**config.mk**
```make
export PLATFORM = sky130hd
export DESIGN_NAME = wave_gen_poly
export DESIGN_NICKNAME = d
export VERILOG_FILES = /design/src/rtl/wave_gen_poly.sv
export SDC_FILE = /design/constraint.sdc
export NUM_CORES = 1
export LEC_CHECK = 0
export CAP_MARGIN = 10
export CORE_ASPECT_RATIO = 0.8
export CORE_MARGIN = 1.5
export CORE_UTILIZATION = 45
export CTS_CLUSTER_DIAMETER = 30
export DETAILED_ROUTE_END_ITERATION = 6
export PLACE_DENSITY = 0.68
export SYNTH_ARGS = -nofsm -noshare
export SYNTH_HDL_FRONTEND = slang
export SYNTH_SLANG_ARGS = --single-unit
```
**constraint.sdc**
```tcl
create_clock -name clk -period 21.2 [get_ports clk]
set_input_delay 2.12 -clock clk [delete_from_list [all_inputs] [get_ports clk]]
set_output_delay 2.12 -clock clk [all_outputs]
set_load 0.01 [all_outputs]
```
**src/rtl/wave_gen_poly.sv**
```systemverilog
// Multi-voice phase-accumulator wave generator.
// Sums NUM_VOICES oscillators (off/saw/square/triangle, per-voice step and
// gain) into one saturated signed sample per req_next, one voice per clock.
// Optional build macro: WAVE_GEN_PHASE_SYNC_EN adds voice_phase_clr, which
// zeroes the selected voice's phase on a configuration write.
module wave_gen_poly #(
  parameter int unsigned NUM_VOICES = 4,
  parameter int unsigned PHASE_W    = 32,
  parameter int unsigned DATA_W     = 16
) (
  input  logic                                                 clk,
  input  logic                                                 reset,
  input  logic                                                 req_next,
  input  logic                                                 voice_we,
  input  logic [((NUM_VOICES > 1) ? $clog2(NUM_VOICES) : 1)-1:0] voice_sel,
  input  logic [PHASE_W-1:0]                                   voice_step,
  input  logic [1:0]                                           voice_mode,
  input  logic [7:0]                                           voice_gain,
`ifdef WAVE_GEN_PHASE_SYNC_EN
  input  logic                                                 voice_phase_clr,
`endif
  output logic [DATA_W-1:0]                                    aud_data,
  output logic                                                 aud_done
);

  localparam int unsigned SEL_W  = (NUM_VOICES > 1) ? $clog2(NUM_VOICES) : 1;
  localparam int unsigned ACC_W  = DATA_W + 1 + $clog2(NUM_VOICES) + 1;
  // signed shape (DATA_W) times zero-extended gain (9 bits)
  localparam int unsigned PROD_W = DATA_W + 9;
  localparam int unsigned M_INT  = (2 ** (DATA_W - 1)) - 1;

  localparam logic [DATA_W-1:0]       S_POS   = DATA_W'(M_INT);
  localparam logic [DATA_W-1:0]       S_NEG   = ~S_POS + DATA_W'(1);
  localparam logic [DATA_W-1:0]       S_MIN   = ~S_POS;
  localparam logic signed [ACC_W-1:0] ACC_MAX = ACC_W'(M_INT);
  localparam logic signed [ACC_W-1:0] ACC_MIN = ~ACC_MAX;

  localparam logic [1:0] MODE_OFF    = 2'd0;
  localparam logic [1:0] MODE_SAW    = 2'd1;
  localparam logic [1:0] MODE_SQUARE = 2'd2;
  localparam logic [1:0] MODE_TRI    = 2'd3;

  typedef enum logic [1:0] {
    ST_IDLE   = 2'd0,
    ST_ACCUM  = 2'd1,
    ST_OUTPUT = 2'd2
  } state_t;

  state_t                   state;
  logic [SEL_W-1:0]         idx;
  logic signed [ACC_W-1:0]  acc;

  logic [PHASE_W-1:0]       phase [NUM_VOICES];
  logic [PHASE_W-1:0]       step  [NUM_VOICES];
  logic [1:0]               mode  [NUM_VOICES];
  logic [7:0]               gain  [NUM_VOICES];

  logic [DATA_W-1:0]        cur_t_c;
  logic [1:0]               cur_mode_c;
  logic [7:0]               cur_gain_c;
  logic [DATA_W-2:0]        tri_u_c;
  logic [DATA_W-1:0]        tri_c;
  logic [DATA_W-1:0]        shape_c;
  logic signed [PROD_W-1:0] shape_w_c;
  logic signed [PROD_W-1:0] gain_w_c;
  logic signed [PROD_W-1:0] prod_c;
  logic signed [ACC_W-1:0]  contrib_c;
  logic [DATA_W-1:0]        sat_c;
  logic                     phase_clr_c;

`ifdef WAVE_GEN_PHASE_SYNC_EN
  assign phase_clr_c = voice_phase_clr;
`else
  assign phase_clr_c = 1'b0;
`endif

  // Select the top phase bits, mode and gain of the voice being processed.
  always_comb begin
    cur_t_c    = '0;
    cur_mode_c = MODE_OFF;
    cur_gain_c = '0;
    for (int v = 0; v < NUM_VOICES; v++) begin
      if (idx == SEL_W'(v)) begin
        cur_t_c    = phase[v][PHASE_W-1 -: DATA_W];
        cur_mode_c = mode[v];
        cur_gain_c = gain[v];
      end
    end
  end

  // Waveform shaping and gain scaling of the current voice.
  always_comb begin
    tri_u_c = cur_t_c[DATA_W-1] ? ~cur_t_c[DATA_W-2:0] : cur_t_c[DATA_W-2:0];
    // 2u - M always fits DATA_W signed, so modular subtraction is exact
    tri_c   = {tri_u_c, 1'b0} - S_POS;
    case (cur_mode_c)
      MODE_SAW:    shape_c = {~cur_t_c[DATA_W-1], cur_t_c[DATA_W-2:0]};
      MODE_SQUARE: shape_c = cur_t_c[DATA_W-1] ? S_NEG : S_POS;
      MODE_TRI:    shape_c = tri_c;
      default:     shape_c = '0;
    endcase
    shape_w_c = PROD_W'($signed(shape_c));
    gain_w_c  = PROD_W'({1'b0, cur_gain_c});
    prod_c    = shape_w_c * gain_w_c;
    // arithmetic shift floors toward -inf; result fits ACC_W
    contrib_c = ACC_W'(prod_c >>> 7);
  end

  // Clamp the accumulated mix to the signed output range.
  always_comb begin
    if (acc > ACC_MAX) begin
      sat_c = S_POS;
    end else if (acc < ACC_MIN) begin
      sat_c = S_MIN;
    end else begin
      sat_c = acc[DATA_W-1:0];
    end
  end

  // Request sequencing: IDLE -> one ACCUM cycle per voice -> OUTPUT.
  always_ff @(posedge clk or negedge reset) begin
    if (!reset) begin
      state    <= ST_IDLE;
      idx      <= '0;
      acc      <= '0;
      aud_data <= '0;
      aud_done <= 1'b0;
    end else begin
      case (state)
        ST_IDLE: begin
          if (req_next) begin
            aud_done <= 1'b0;
            acc      <= '0;
            idx      <= '0;
            state    <= ST_ACCUM;
          end
        end
        ST_ACCUM: begin
          acc <= acc + contrib_c;
          if (idx == SEL_W'(NUM_VOICES - 1)) begin
            state <= ST_OUTPUT;
          end else begin
            idx <= idx + SEL_W'(1);
          end
        end
        ST_OUTPUT: begin
          aud_data <= sat_c;
          aud_done <= 1'b1;
          state    <= ST_IDLE;
        end
        default: begin
          state <= ST_IDLE;
        end
      endcase
    end
  end

  // Voice registers: configuration writes and per-sample phase advance.
  always_ff @(posedge clk or negedge reset) begin
    if (!reset) begin
      for (int v = 0; v < NUM_VOICES; v++) begin
        phase[v] <= '0;
        step[v]  <= '0;
        mode[v]  <= MODE_OFF;
        gain[v]  <= '0;
      end
    end else begin
      for (int v = 0; v < NUM_VOICES; v++) begin
        if (voice_we && (voice_sel == SEL_W'(v))) begin
          step[v] <= voice_step;
          mode[v] <= voice_mode;
          gain[v] <= voice_gain;
        end
        // phase clear wins over a same-cycle advance; advance uses old step
        if (voice_we && phase_clr_c && (voice_sel == SEL_W'(v))) begin
          phase[v] <= '0;
        end else if ((state == ST_ACCUM) && (idx == SEL_W'(v)) &&
                     (mode[v] != MODE_OFF)) begin
          phase[v] <= phase[v] + step[v];
        end
      end
    end
  end

endmodule

```
==> flow_metrics.env <==
export IMPL_grt_max_degree=77
export IMPL_final_hold_viol_count=0
export IMPL_syn_nets=2927
export IMPL_port_buffers=64
export IMPL_ff2ff_path_depth=36
export IMPL_die_y_um=211.6
export IMPL_ant_nets=0
export IMPL_max_cap_viol_count=0
export IMPL_fmaxAchievable_mhz=101.2
export IMPL_ys_ff_latch=337
export IMPL_numCtsBuffers=76
export IMPL_syn_area_um2=24480
export IMPL_gp_congestion=0.9052
export IMPL_reg2reg_to="acc[18]"
export IMPL_hold_path_startpoint="aud_data[2]"
export IMPL_fill_cells=4710
export IMPL_grt_use_total_pct=21.26
export IMPL_synthXorXnorAreaFrac_pct=5.208
export IMPL_fin_skew_ps=42.92
export IMPL_arrival_ps=10340
export IMPL_worst_pin_slew_ps=1056
export IMPL_synth_cell_types=76
export IMPL_overflow=0
export IMPL_start_util_pct=45.48
export IMPL_worstPathRequired_ps=21660
export IMPL_drt_iter0_drc=1106
export IMPL_cts_root_buffer="clkbuf_16"
export IMPL_postCtsHoldBufs=0
export IMPL_synthAdderAreaFrac_pct=18.64
export IMPL_synth_top_cell_by_area="dfrtp_1"
export IMPL_htreeDepth=3
export IMPL_instances_no_fill=3424
export IMPL_slew_violations=0
export IMPL_max_stage_delay_ps=720
export IMPL_vias=18800
export IMPL_yosys_area_share_simple_pct=12.08
export IMPL_worstSetupStartpointType="flop"
export IMPL_syn_avg_cell_area_um2=9.496
export IMPL_cts_path_max_buffers=3
export IMPL_dp_hpwl_mm=43.54
export IMPL_yosysSeqAreaShare_pct=34.45
export IMPL_cp_num_buf_inv=3
export IMPL_drc=0
export IMPL_rsz0062_at_grt="no"
export IMPL_clk_latency_ps=630
export IMPL_finalCoreUtilization_pct=53.05
export IMPL_synth_top_family_by_area="adder cells"
export IMPL_wirelength_mm=57.87
export IMPL_antenna_found_initial=3
export IMPL_critPathMaxFanout=20
export IMPL_layout_nets=3005
export IMPL_clock_sinks=337
export IMPL_ys_async_sr_fraction_pct=100.0
export IMPL_die_w_um=263.8
export IMPL_rows=76
export IMPL_yosysTopAreaCellShare_pct=34.45
export IMPL_cts_tree="built"
export IMPL_period_needed_ps=9882
export IMPL_slowest_stage="ha_1"
export IMPL_muxShareOfSynthArea_pct=8.362
export IMPL_firstDrtPassIters=5
export IMPL_endpoint_kind="flop"
export IMPL_avgRoutedWirePerCell_um=16.90
export IMPL_grt_pass1_wl_mm=96.34
export IMPL_synth_compound_area_share_pct=16.49
export IMPL_syn_to_final_growth_pct=16.63
export IMPL_vias_per_cell=5.491
export IMPL_relSlewSlack_pct=29.54
export IMPL_holdPathEnd="aud_data[2]"
export IMPL_crit_family="compound AO/OA/AOI/OAI gates"
export IMPL_worst_path_stages=36
export IMPL_boundaryPins=65
export IMPL_postCtsSetupBuffers=0
export IMPL_dieArea_um2=55820
export IMPL_synth_warnings=0
export IMPL_r2r_setup_slack_ps=11320
export IMPL_drive_above_1_share_pct=13.16
export IMPL_placed_area_um2=25840
export IMPL_cts_resized=0
export IMPL_synth_cells=2578
export IMPL_outcome="finished, final reports clean"
export IMPL_tns_ps=0
export IMPL_synth_main_ff_cell="dfrtp_1"
export IMPL_grt_pass1_vias=18930
export IMPL_clk_pin_slew_worst_paths_ps=60
export IMPL_core_um2=53820
export IMPL_dp_cells=3280
export IMPL_setup_violations=0
export IMPL_fin_crit_sh_pct=46.61
export IMPL_r2r_start="idx[0]"
export IMPL_hold_path_class="flop to flop"
export IMPL_finish_instance_area_um2=28550
export IMPL_hold_depth=2
export IMPL_synth_area_leaders="dfrtp_1 (34%), ha_1 (10%), fa_1 (8.7%), mux2_2 (8.3%), nand2_1 (4.6%)"
export IMPL_synth_edff_count=0
export IMPL_worst_setup_path_type="flop to flop"
## per-layer routing
layer  global-route usage [%]  routed length [um]
met5                        0                   0
met4                    6.044                1117
met3                    4.106                3410
met2                    33.01               25110
met1                    30.24               28240
## placed cells by master, fill, tap and decap left out, drive strengths merged, types with 11 or more instances in the layout
cell type | synthesis | routed
inv | 218 | 235
o31ai | 11 | 11
and3 | 12 | 12
a31oi | 21 | 21
fa | 106 | 106
a21o | 75 | 75
nand2 | 298 | 298
nand2b | 35 | 35
buf | 17 | 22
o22ai | 17 | 17
o21ai | 218 | 218
nor3 | 23 | 23
nor2b | 30 | 30
mux2 | 180 | 180
dfrtp | 337 | 337
o21a | 20 | 20
and2 | 15 | 15
a21oi | 176 | 176
ha | 195 | 195
clkdlybuf4s50 | 0 | 63
nand4 | 13 | 13
clkinvlp | 0 | 12
nand3 | 20 | 20
xnor2 | 73 | 73
o21bai | 26 | 26
clkbuf | 68 | 91
clkinv | 0 | 14
xor2 | 70 | 70
a22oi | 11 | 11
nor2 | 165 | 165
a211oi | 22 | 22
## state kept, by name (all words and copies together), names as in the netlist
register and flops:
state 2, step 128, idx 2, gain 32, aud_done 1, acc 20
mode 8, phase 128, aud_data 16
## through the flow
stage	worst slack, ps	hold slack [ps]
after floorplan	12980	455.1
after global placement	11880	448.2
after detailed placement	11510	455.6
after CTS	11400	464.7
after global routing	10580	476.1
final	11320	457.5
## kinds of logic after synthesis
| family | Yosys count |
|---|---|
| buf+inv | 303 |
| xor+xnor | 144 |
| fa+ha+maj | 301 |
| flops | 337 |
| mux | 182 |
| compound gates | 658 |
| simple gates | 653 |
## cell type report
cell class | count | area [um^2] | share of cell area, %
Sequential cell | 337 | 8433 | 29.54
Clock buffer | 91 | 2029 | 7.108
Timing Repair Buffer | 85 | 803.3 | 2.813
Inverter | 218 | 818.3 | 2.866
Tap cell | 702 | 878.3 | 3.076
Antenna cell | 2 | 5.005 | 0.01753
Clock inverter | 51 | 679.4 | 2.380
Multi-Input combinational cell | 1938 | 14900 | 52.20
## worst reg2reg max path, delay by kind of cell (launching register included)
family,cells,cell delay (ps)
buffers and inverters,3,360
AOI/OAI and AO/OA,16,4210
DFF,1,410
adders and majority gates,7,3130
and+or+nand+nor,9,1410
muxes,1,240
## how the worst max path moves through the flow
stage	from	slack [ps]	to
finish	idx[0]	11320	acc[18]
global route	idx[0]	10580	acc[19]
CTS	idx[0]	11400	acc[18]
detailed placement	idx[0]	11510	acc[18]
global placement	idx[0]	11880	acc[18]
floorplan	idx[1]	12980	acc[19]
## cells in the mapped netlist (10+ instances only)
library cell	n
dfrtp_1	337
nand2_1	298
inv_1	218
o21ai_0	209
ha_1	195
mux2_2	180
a21oi_1	176
nor2_1	164
fa_1	106
a21o_1	75
xnor2_1	73
xor2_1	70
clkbuf_1	67
nand2b_1	35
nor2b_1	30
o21bai_1	26
nor3_1	22
a211oi_1	21
a31oi_1	20
nand3_1	20
o21a_1	20
o22ai_1	17
and2_1	15
nand4_1	13
and3_1	12
o31ai_1	11
a22oi_1	10
buf_1	10
Power is left out: the tool's default activity adds up to more than one toggle a clock period on the data nets, which glitch-free logic cannot reach.
